--- config.mk ---
export PLATFORM = sky130hd
export DESIGN_NAME = obstacle_scheduler
export DESIGN_NICKNAME = d
export VERILOG_FILES = /design/src/rtl/obstacle_pkg.sv /design/src/rtl/obstacle_scheduler_lfsr16.sv /design/src/rtl/obstacle_scheduler.sv
export SDC_FILE = /design/constraint.sdc
export NUM_CORES = 1
export LEC_CHECK = 0
export ABC_AREA = 1
export BUFFER_PORTS_ARGS = -buffer_cell sky130_fd_sc_hd__buf_4
export CAP_MARGIN = 15
export CORE_MARGIN = 5
export CORE_UTILIZATION = 45
export DETAILED_ROUTE_END_ITERATION = 7
export REMOVE_ABC_BUFFERS = 1
export SYNTH_ARGS = -nofsm -noshare
export SYNTH_HDL_FRONTEND = slang
export SYNTH_SLANG_ARGS = --single-unit
--- constraint.sdc ---
create_clock -name clk_in -period 2.9 [get_ports clk_in]
set_input_delay 0.435 -clock clk_in [delete_from_list [all_inputs] [get_ports clk_in]]
set_output_delay 0.435 -clock clk_in [all_outputs]
set_load 0.01 [all_outputs]
--- src/rtl/obstacle_pkg.sv ---
// Shared types and constants for the obstacle scheduler slice.
package obstacle_pkg;

  typedef enum logic [1:0] {
    IDLE  = 2'd0,
    ARM   = 2'd1,
    WAIT  = 2'd2,
    OFFER = 2'd3
  } state_t;

  typedef logic [1:0] lane_t;
  typedef logic [1:0] kind_t;

  // Galois feedback mask for the 16-bit LFSR (x^16 + x^14 + x^13 + x^11 + 1)
  localparam logic [15:0] LFSR_TAPS = 16'hB400;

endpackage

--- src/rtl/obstacle_scheduler_lfsr16.sv ---
// Step-enabled 16-bit Galois LFSR; OUT_W selects how many low bits are exposed.
module lfsr16
  import obstacle_pkg::*;
#(
  parameter logic [15:0] SEED  = 16'hACE1,
  parameter int unsigned OUT_W = 16
) (
  input  logic             clk_i,
  input  logic             rst_ni,
  input  logic             step_i,
  output logic [OUT_W-1:0] state_o
);

  logic [15:0] lfsr_q;
  logic [15:0] lfsr_d;

  // Advance one Galois step only when requested
  always_comb begin
    lfsr_d = lfsr_q;
    if (step_i) begin
      lfsr_d = {1'b0, lfsr_q[15:1]} ^ (lfsr_q[0] ? LFSR_TAPS : '0);
    end
  end

  // State register, seeded on reset
  always_ff @(posedge clk_i or negedge rst_ni) begin
    if (!rst_ni) begin
      lfsr_q <= SEED;
    end else begin
      lfsr_q <= lfsr_d;
    end
  end

  assign state_o = lfsr_q[OUT_W-1:0];

endmodule

--- src/rtl/obstacle_scheduler.sv ---
// Decides when the next obstacle spawns: arms the countdown timer with a
// jittered interval, offers a spawn descriptor, and tracks difficulty/drops.
module obstacle_scheduler
  import obstacle_pkg::*;
#(
  parameter logic [3:0]  BASE_INTERVAL    = 4'd8,
  parameter logic [3:0]  MIN_INTERVAL     = 4'd3,
  parameter logic [7:0]  SPAWNS_PER_LEVEL = 8'd8,
  parameter logic [2:0]  MAX_LEVEL        = 3'd7,
  parameter logic [3:0]  STALL_LIMIT      = 4'd5,
  parameter logic [15:0] LFSR_SEED        = 16'hACE1
) (
  input  logic       clk_in,
  input  logic       rst_n_in,
  input  logic       enable_in,
  input  logic       timer_expired_in,
  input  logic       pulse_100ms_in,
  output logic       timer_start_out,
  output logic [3:0] timer_value_out,
  output logic       spawn_valid_out,
  input  logic       spawn_ready_in,
  output logic [1:0] spawn_lane_out,
  output logic [1:0] spawn_kind_out,
  output logic [2:0] level_out,
  output logic [7:0] dropped_out
);

  state_t      state_q, state_d;
  logic [2:0]  level_q, level_d;
  logic [7:0]  cnt_q, cnt_d;
  logic [3:0]  stall_q, stall_d;
  logic [7:0]  dropped_q, dropped_d;
  lane_t       lane_q, lane_d;
  kind_t       kind_q, kind_d;

  logic        lfsr_step;
  logic [5:0]  lfsr;

  logic [4:0]  diff;
  logic [4:0]  base_eff;
  logic [4:0]  sum;
  logic [3:0]  interval;
  logic [7:0]  cnt_inc;
  logic [3:0]  stall_inc;

  lfsr16 #(
    .SEED  (LFSR_SEED),
    .OUT_W (6)
  ) u_lfsr (
    .clk_i   (clk_in),
    .rst_ni  (rst_n_in),
    .step_i  (lfsr_step),
    .state_o (lfsr)
  );

  // Interval: floor(BASE - level) at MIN, add 2-bit jitter, clamp to 15
  always_comb begin
    diff     = {1'b0, BASE_INTERVAL} - {2'b00, level_q};
    base_eff = (diff[4] || (diff < {1'b0, MIN_INTERVAL})) ? {1'b0, MIN_INTERVAL} : diff;
    sum      = base_eff + {3'b000, lfsr[1:0]};
    interval = (sum > 5'd15) ? 4'd15 : sum[3:0];
  end

  // State and datapath registers
  always_ff @(posedge clk_in or negedge rst_n_in) begin
    if (!rst_n_in) begin
      state_q   <= IDLE;
      level_q   <= '0;
      cnt_q     <= '0;
      stall_q   <= '0;
      dropped_q <= '0;
      lane_q    <= '0;
      kind_q    <= '0;
    end else begin
      state_q   <= state_d;
      level_q   <= level_d;
      cnt_q     <= cnt_d;
      stall_q   <= stall_d;
      dropped_q <= dropped_d;
      lane_q    <= lane_d;
      kind_q    <= kind_d;
    end
  end

  // Next-state and counter updates; enable_in low overrides the transition
  // but an on-wire handshake in that same cycle is still counted.
  always_comb begin
    state_d   = state_q;
    level_d   = level_q;
    cnt_d     = cnt_q;
    stall_d   = stall_q;
    dropped_d = dropped_q;
    lane_d    = lane_q;
    kind_d    = kind_q;
    lfsr_step = 1'b0;
    cnt_inc   = cnt_q + 8'd1;
    stall_inc = stall_q + 4'd1;

    unique case (state_q)
      IDLE: begin
        state_d = ARM;
      end
      ARM: begin
        lfsr_step = 1'b1;
        lane_d    = (lfsr[3:2] == 2'd3) ? 2'd1 : lfsr[3:2];
        kind_d    = lfsr[5:4];
        state_d   = WAIT;
      end
      WAIT: begin
        if (timer_expired_in) begin
          stall_d = '0;
          state_d = OFFER;
        end
      end
      OFFER: begin
        if (spawn_ready_in) begin
          state_d = ARM;
          if (cnt_inc >= SPAWNS_PER_LEVEL) begin
            cnt_d   = '0;
            level_d = (level_q == MAX_LEVEL) ? level_q : level_q + 3'd1;
          end else begin
            cnt_d = cnt_inc;
          end
        end else if (pulse_100ms_in) begin
          stall_d = stall_inc;
          if (stall_inc >= STALL_LIMIT && enable_in) begin
            dropped_d = (dropped_q == 8'hFF) ? dropped_q : dropped_q + 8'd1;
            state_d   = ARM;
          end
        end
      end
      default: state_d = IDLE;
    endcase

    if (!enable_in) begin
      state_d = IDLE;
    end
  end

  // Outputs decoded from state and registered descriptor/counters
  always_comb begin
    timer_start_out = (state_q == ARM);
    timer_value_out = (state_q == ARM) ? interval : '0;
    spawn_valid_out = (state_q == OFFER);
    spawn_lane_out  = lane_q;
    spawn_kind_out  = kind_q;
    level_out       = level_q;
    dropped_out     = dropped_q;
  end

endmodule

# After elaboration in Yosys (flattened, before gate mapping)
# Cells that the tools add are included.
# totals
ff_bits	45
input_bits	6
out_inout_bits	21
word_cells	60
# op_classes
n_addsub	6
order_cmp	4
n_eq_ne	12
muxes	17
bitwise_logic	4
n_reduce_logical	9
# ops
cell	n
two-way mux 4 bit	5
adder 8 x 1 -> 8 bit, second input constant	2
two-way mux 16 bit	1
XOR 15 x 16 -> 16 bit	1
two-way mux 2 bit	6
== test 8 bit, second input constant	1
>= comparator 8 x 4 -> 1 bit, second input constant	1
two-way mux 8 bit	1
one-hot mux 2 bit (4 select lines)	1
one-hot mux 4 bit (2 select lines)	1
AND reduction 4 bit	2
== test 2 bit, second input constant	3
inequality test 2 bit, second input constant	3
adder 5 x 2 -> 5 bit	1
> comparator 5 x 4 -> 1 bit, second input constant	1
< comparator 5 x 2 -> 1 bit, second input constant	1
two-way mux 5 bit	1
AND reduction 5 bit	1
subtractor 4 x 3 -> 5 bit, first input constant	1
adder 4 x 1 -> 4 bit, second input constant	1
>= comparator 4 x 3 -> 1 bit, second input constant	1
inequality test 4 x 2 -> 1 bit, second input constant	1
inequality test 4 x 3 -> 1 bit, second input constant	1
adder 3 x 1 -> 3 bit, second input constant	1
other kinds (11)	13

# Longest topological paths before layout
# logic_depth
word_depth	8
depth_mapped	12
depth_no_buf	12

# Modules after synthesis
# A second synthesis with hierarchy kept.
# hier_totals
hier_cells	307
area_unflattened_um2	2508.7
# by_module_without_submodules
module	n_inst	cells_per_inst	area_per_inst_um2	seq_area_each_um2
obstacle_scheduler	1	227	1791.7	725.7
lfsr16	1	80	716.9	410.4

# Worst setup path before layout
# No wires, ideal clock.
# synth_timing
path_kind	register to output
startpoint	register level_q[0], in the netlist level_out[0]
endpoint	output timer_value_out[3]
t_arrival_ns	2.080
required_ns	2.465
setup_slack_ns	0.385
path_stages_with_launch	12
path_buffers	0
path_cell_list	dfrtp_1 > inv_1 > ha_1 > xnor2_1 > o21ai_0 > ha_1 > inv_1 > fa_1 > inv_1 > and2_1 > nand2_1 > a21oi_1
# synth_between
elab_chain_cells	8
# synth_lines
element	line_no	text
start, declared	obstacle_scheduler.sv:29	logic [2:0] level_q, level_d;
start signal, assigned	obstacle_scheduler.sv:76	level_q <= level_d;
subtractor 4 x 3 -> 5 bit *	obstacle_scheduler.sv:58	diff = {1'b0, BASE_INTERVAL} - {2'b00, level_q};
< comparator 5 x 2 -> 1 bit	obstacle_scheduler.sv:59	base_eff = (diff[4] || (diff < {1'b0, MIN_INTERVAL})) ? {1'b0, MIN_INTERVAL} : diff;
logical OR 1 bit	obstacle_scheduler.sv:59	
two-way mux 5 bit *	obstacle_scheduler.sv:59	
adder 5 x 2 -> 5 bit *	obstacle_scheduler.sv:60	sum = base_eff + {3'b000, lfsr[1:0]};
> comparator 5 x 4 -> 1 bit	obstacle_scheduler.sv:61	interval = (sum > 5'd15) ? 4'd15 : sum[3:0];
two-way mux 4 bit *	obstacle_scheduler.sv:61	
two-way mux 4 bit *	obstacle_scheduler.sv:143	timer_value_out = (state_q == ARM) ? interval : '0;
end, declared	obstacle_scheduler.sv:19	output logic [3:0] timer_value_out,
# Every way passes the cells marked *; elsewhere a longest branch is shown, timed or not.

# Final worst setup path
# layout_timing
startpoint	register level_q[1], in the netlist level_out[1]
endpoint	output timer_value_out[3]
# Same word-level chain as after synthesis.

==> key figures <==
Die
  – Die H: 82.2 um
  – Die width: 82.2 um
  – Starting density of the core: 46.2%
  – IO Pins: 27
  – Die Area: 0.00675 mm^2
  – Row count: 26
  – Core Area: 0.00507 mm^2

Setup path
  – Critical path data required time: 2.47 ns
  – CP Max Fanout: 3
  – CP Data Arrival Time: 2.35 ns
  – Crit. End Element: output pin
  – Slowest cell on crit path: dfrtp_1
  – Worst Setup Start Kind: flop
  – FF-to-FF setup slack: 1.31 ns
  – CP Class: flop to output pin
  – Worst path most repeated cell: inv_1
  – Buf+Inv Stages, Crit Path: 4
  – Crit path max-delay family: adder cells
  – Worst path cell trace: inv_1 -> ha_4 -> xnor2_4 -> o21ai_2 -> ha_2 -> inv_1 -> fa_1 -> inv_1 -> and2_4 -> nand2_4 -> a21oi_2 -> buf_4
  – Crit path largest cell delay: 0.37 ns

Timing
  – Setup TNS: 0 ns
  – Crit share post-route: 96.0%
  – Final min period: 2.78 ns
  – FMAX: 359 MHz
  – Final setup violation count: 0
  – Fin Clk Skew: 0.00939 ns
  – Slew @ Worst Pin: 0.534 ns
  – Hold_ws: 0.115 ns
  – Fin. Hold Viols: 0
  – Pins Over Slew Limit: 0
  – Relative slew slack: 64.4%
  – Unrepaired setup endpoints after global routing: false

Pwr
  – Pwr Density: 764 mW/mm^2
  – Leakage power: 1.45 nW
  – Final Power: 0.00215 W
  – Worst vdd rail ir drop: 323 uV

Clock network
  – Clk pin slew, worst setup/hold paths: 0.07 ns
  – Maximum buffer depth of the clock tree: 2
  – Root Buffer: clkbuf_8
  – Htree depth: 2
  – CTS buffer count: 5
  – TritonCTS clock tree: built
  – CTS sink cnt: 43
  – Hold-fix buffers, CTS: 0
  – Worst-Skew Late Latency: 0.29 ns

Synthesis
  – Mapped Cells: 281
  – Post-Synthesis Cell Area: 0.00234 mm^2
  – Seq cells post-synth: 43
  – Synth warn: 0
  – Syn_area_per_cell: 8.34 um^2
  – Unique masters post-synth: 29
  – Seq/Total Area, Yosys: 46.3%

Place
  – Dpl hpwl: 3.00 mm
  – PortBufs: 26
  – Cell total after placement: 373
  – Post-DP Area: 0.00261 mm^2
  – Placer Congestion: 0.829

Route
  – Post-route ant nets: 0
  – Via count: 1797
  – Vias/cell: 4.64
  – WL/cell: 10.9 um
  – Drt drc: 0
  – Pre-Repair DR Iteration Count: 4
  – DRT iter0 DRCs: 57
  – WL final: 4.21 mm

Layout
  – Antenna diode instance count: 0
  – Design area: 0.00282 mm^2
  – Share of cells above drive strength 1: 24.9%
  – Layout overhead on the synthesized area: 20.1%
  – Nets: 336
  – Final non-filler cell total: 387

GRT
  – Gr usage total: 13.8%
  – Largest net degree at the start of global routing: 44
  – Global-route wire length before repair: 7.25 mm
  – Overflow after GRT: 0
  – Via count of the first global-routing pass: 1622
  – Antenna violations before repair: 0

Hold path
  – Worst min path class: primary input to async pin

Flow run
  – Max capacitance violation total: 0

Status
  – Outcome: completed
==> cell usage in the layout, fill, tap and decap left out <==
cell type	n
ha_4	1
nand2_4	2
clkbuf_8	5
dfstp_2	8
nand2_2	3
o21ai_1	3
o21a_1	1
inv_2	3
xnor2_1	7
buf_4	34
nand3_1	16
o2bb2ai_1	1
xnor2_4	1
fa_1	1
o21ai_2	3
nand3_4	1
nor2_2	2
nand4_1	4
nor2_1	13
a21oi_4	1
ha_2	1
nor2_4	3
ha_1	11
and2_4	1
clkbuf_1	2
dfrtp_1	35
nor3_1	2
a21oi_2	3
nand3_2	4
o21ai_0	14
inv_1	30
clkinv_2	1
or2_2	2
a21oi_1	2
nand2_1	91
xor2_1	5
==> report_power, final <==
| part | leakage (nW) | internal (W) | switching [W] |
|---|---|---|---|
| Combinational | 0.849 | 0.000433 | 0.000557 |
| Sequential | 0.556 | 0.000694 | 0.000107 |
| Clock | 0.0422 | 0.000169 | 0.000193 |
==> area by class of cell <==
type	instances	area, um^2
inverters	33	124
fillers	477	2260
flip-flops and latches	43	1090
repair buffers	34	255
clock buffers	7	76.3
clock inverters	1	5.00
well taps	70	87.6
multi-input cells	199	1180
==> layer usage <==
layer / up-vias / track usage (%) / wire length [um]
met2: 25 / 20.8 / 1950
met4: 0 / 3.49 / 23
met1: 820 / 19.3 / 2100
li1: 950 / - / -
met5: - / 0 / 0
met3: 2 / 4.23 / 135
==> synthesized netlist by cell type, drive strengths merged <==
library cell	count	area share, %
dfstp	8	9.0
a21oi	6	1.8
xor2	5	1.9
nand3	21	5.9
o21a	1	0.32
ha	13	6.9
inv	33	5.3
nor3	2	0.43
nor2	18	3.5
or2	2	0.53
dfrtp	35	37
clkbuf	4	0.64
o21ai	20	4.4
nand2	96	16
xnor2	8	3.0
buf	2	0.64
fa	1	0.85
and2	1	0.27
o2bb2ai	1	0.37
nand4	4	1.1
==> state kept, by name (all words and copies together) (netlist names) <==
register	cells
stall_q	4
dropped_out	8
state_q	2
spawn_kind_out	1
spawn_lane_out	2
level_out	3
cnt_q	8
u_lfsr.lfsr_q	15
==> path summary, 6_finish.rpt <==
check                                  from            endpoint  cells after the start
setup reg to reg                 state_q[0]      dropped_out[4]                      8
hold / removal                     rst_n_in          stall_q[3]                      1
min in group clk_in               enable_in          state_q[0]                      3
hold reg to reg            u_lfsr.lfsr_q[5]    u_lfsr.lfsr_q[5]                      2
max in group asynchronous          rst_n_in      dropped_out[5]                      1
setup / recovery               level_out[1]  timer_value_out[3]                     12
==> metrics by stage <==
stage / utilization (%) / setup slack (ns)
4_1_cts: 53.7 / 0.000357
6_report: 55.5 / 0.116
3_5_place_dp: 51.5 / 0.221
2_1_floorplan: - / 0.385
5_1_grt: 55.5 / 0.00769
3_3_place_gp: 51.5 / 0.269
==> kinds of logic after synthesis <==
| family | count (synthesis) | share of synthesized area (%) |
|---|---|---|
| xor gates and xnor gates | 13 | 4.86 |
| DFF | 43 | 46.3 |
| and+or+nand+nor | 144 | 27.6 |
| adders and majority gates | 14 | 7.79 |
| AOI/OAI and AO/OA | 28 | 6.88 |
| buffers and inverters | 39 | 6.56 |
==> worst register-to-register path, cell delays in order (launching register included) <==
cell and delay [ns]:
dfrtp_1 0.40, ha_1 0.28, inv_2 0.08, nor2_4 0.11, nand3_2 0.09, a21oi_4 0.23, nand2_4 0.11, o21ai_1 0.13
nand2_1 0.05
==> what timing repair did <==
action                                  in CTS  in global routing
pin swaps                                    0                  5
buffers inserted                             3                  3
gates resized for setup                      2                 20
endpoints found under the setup margin       3                  4
Power figures use the tool's default switching activity.
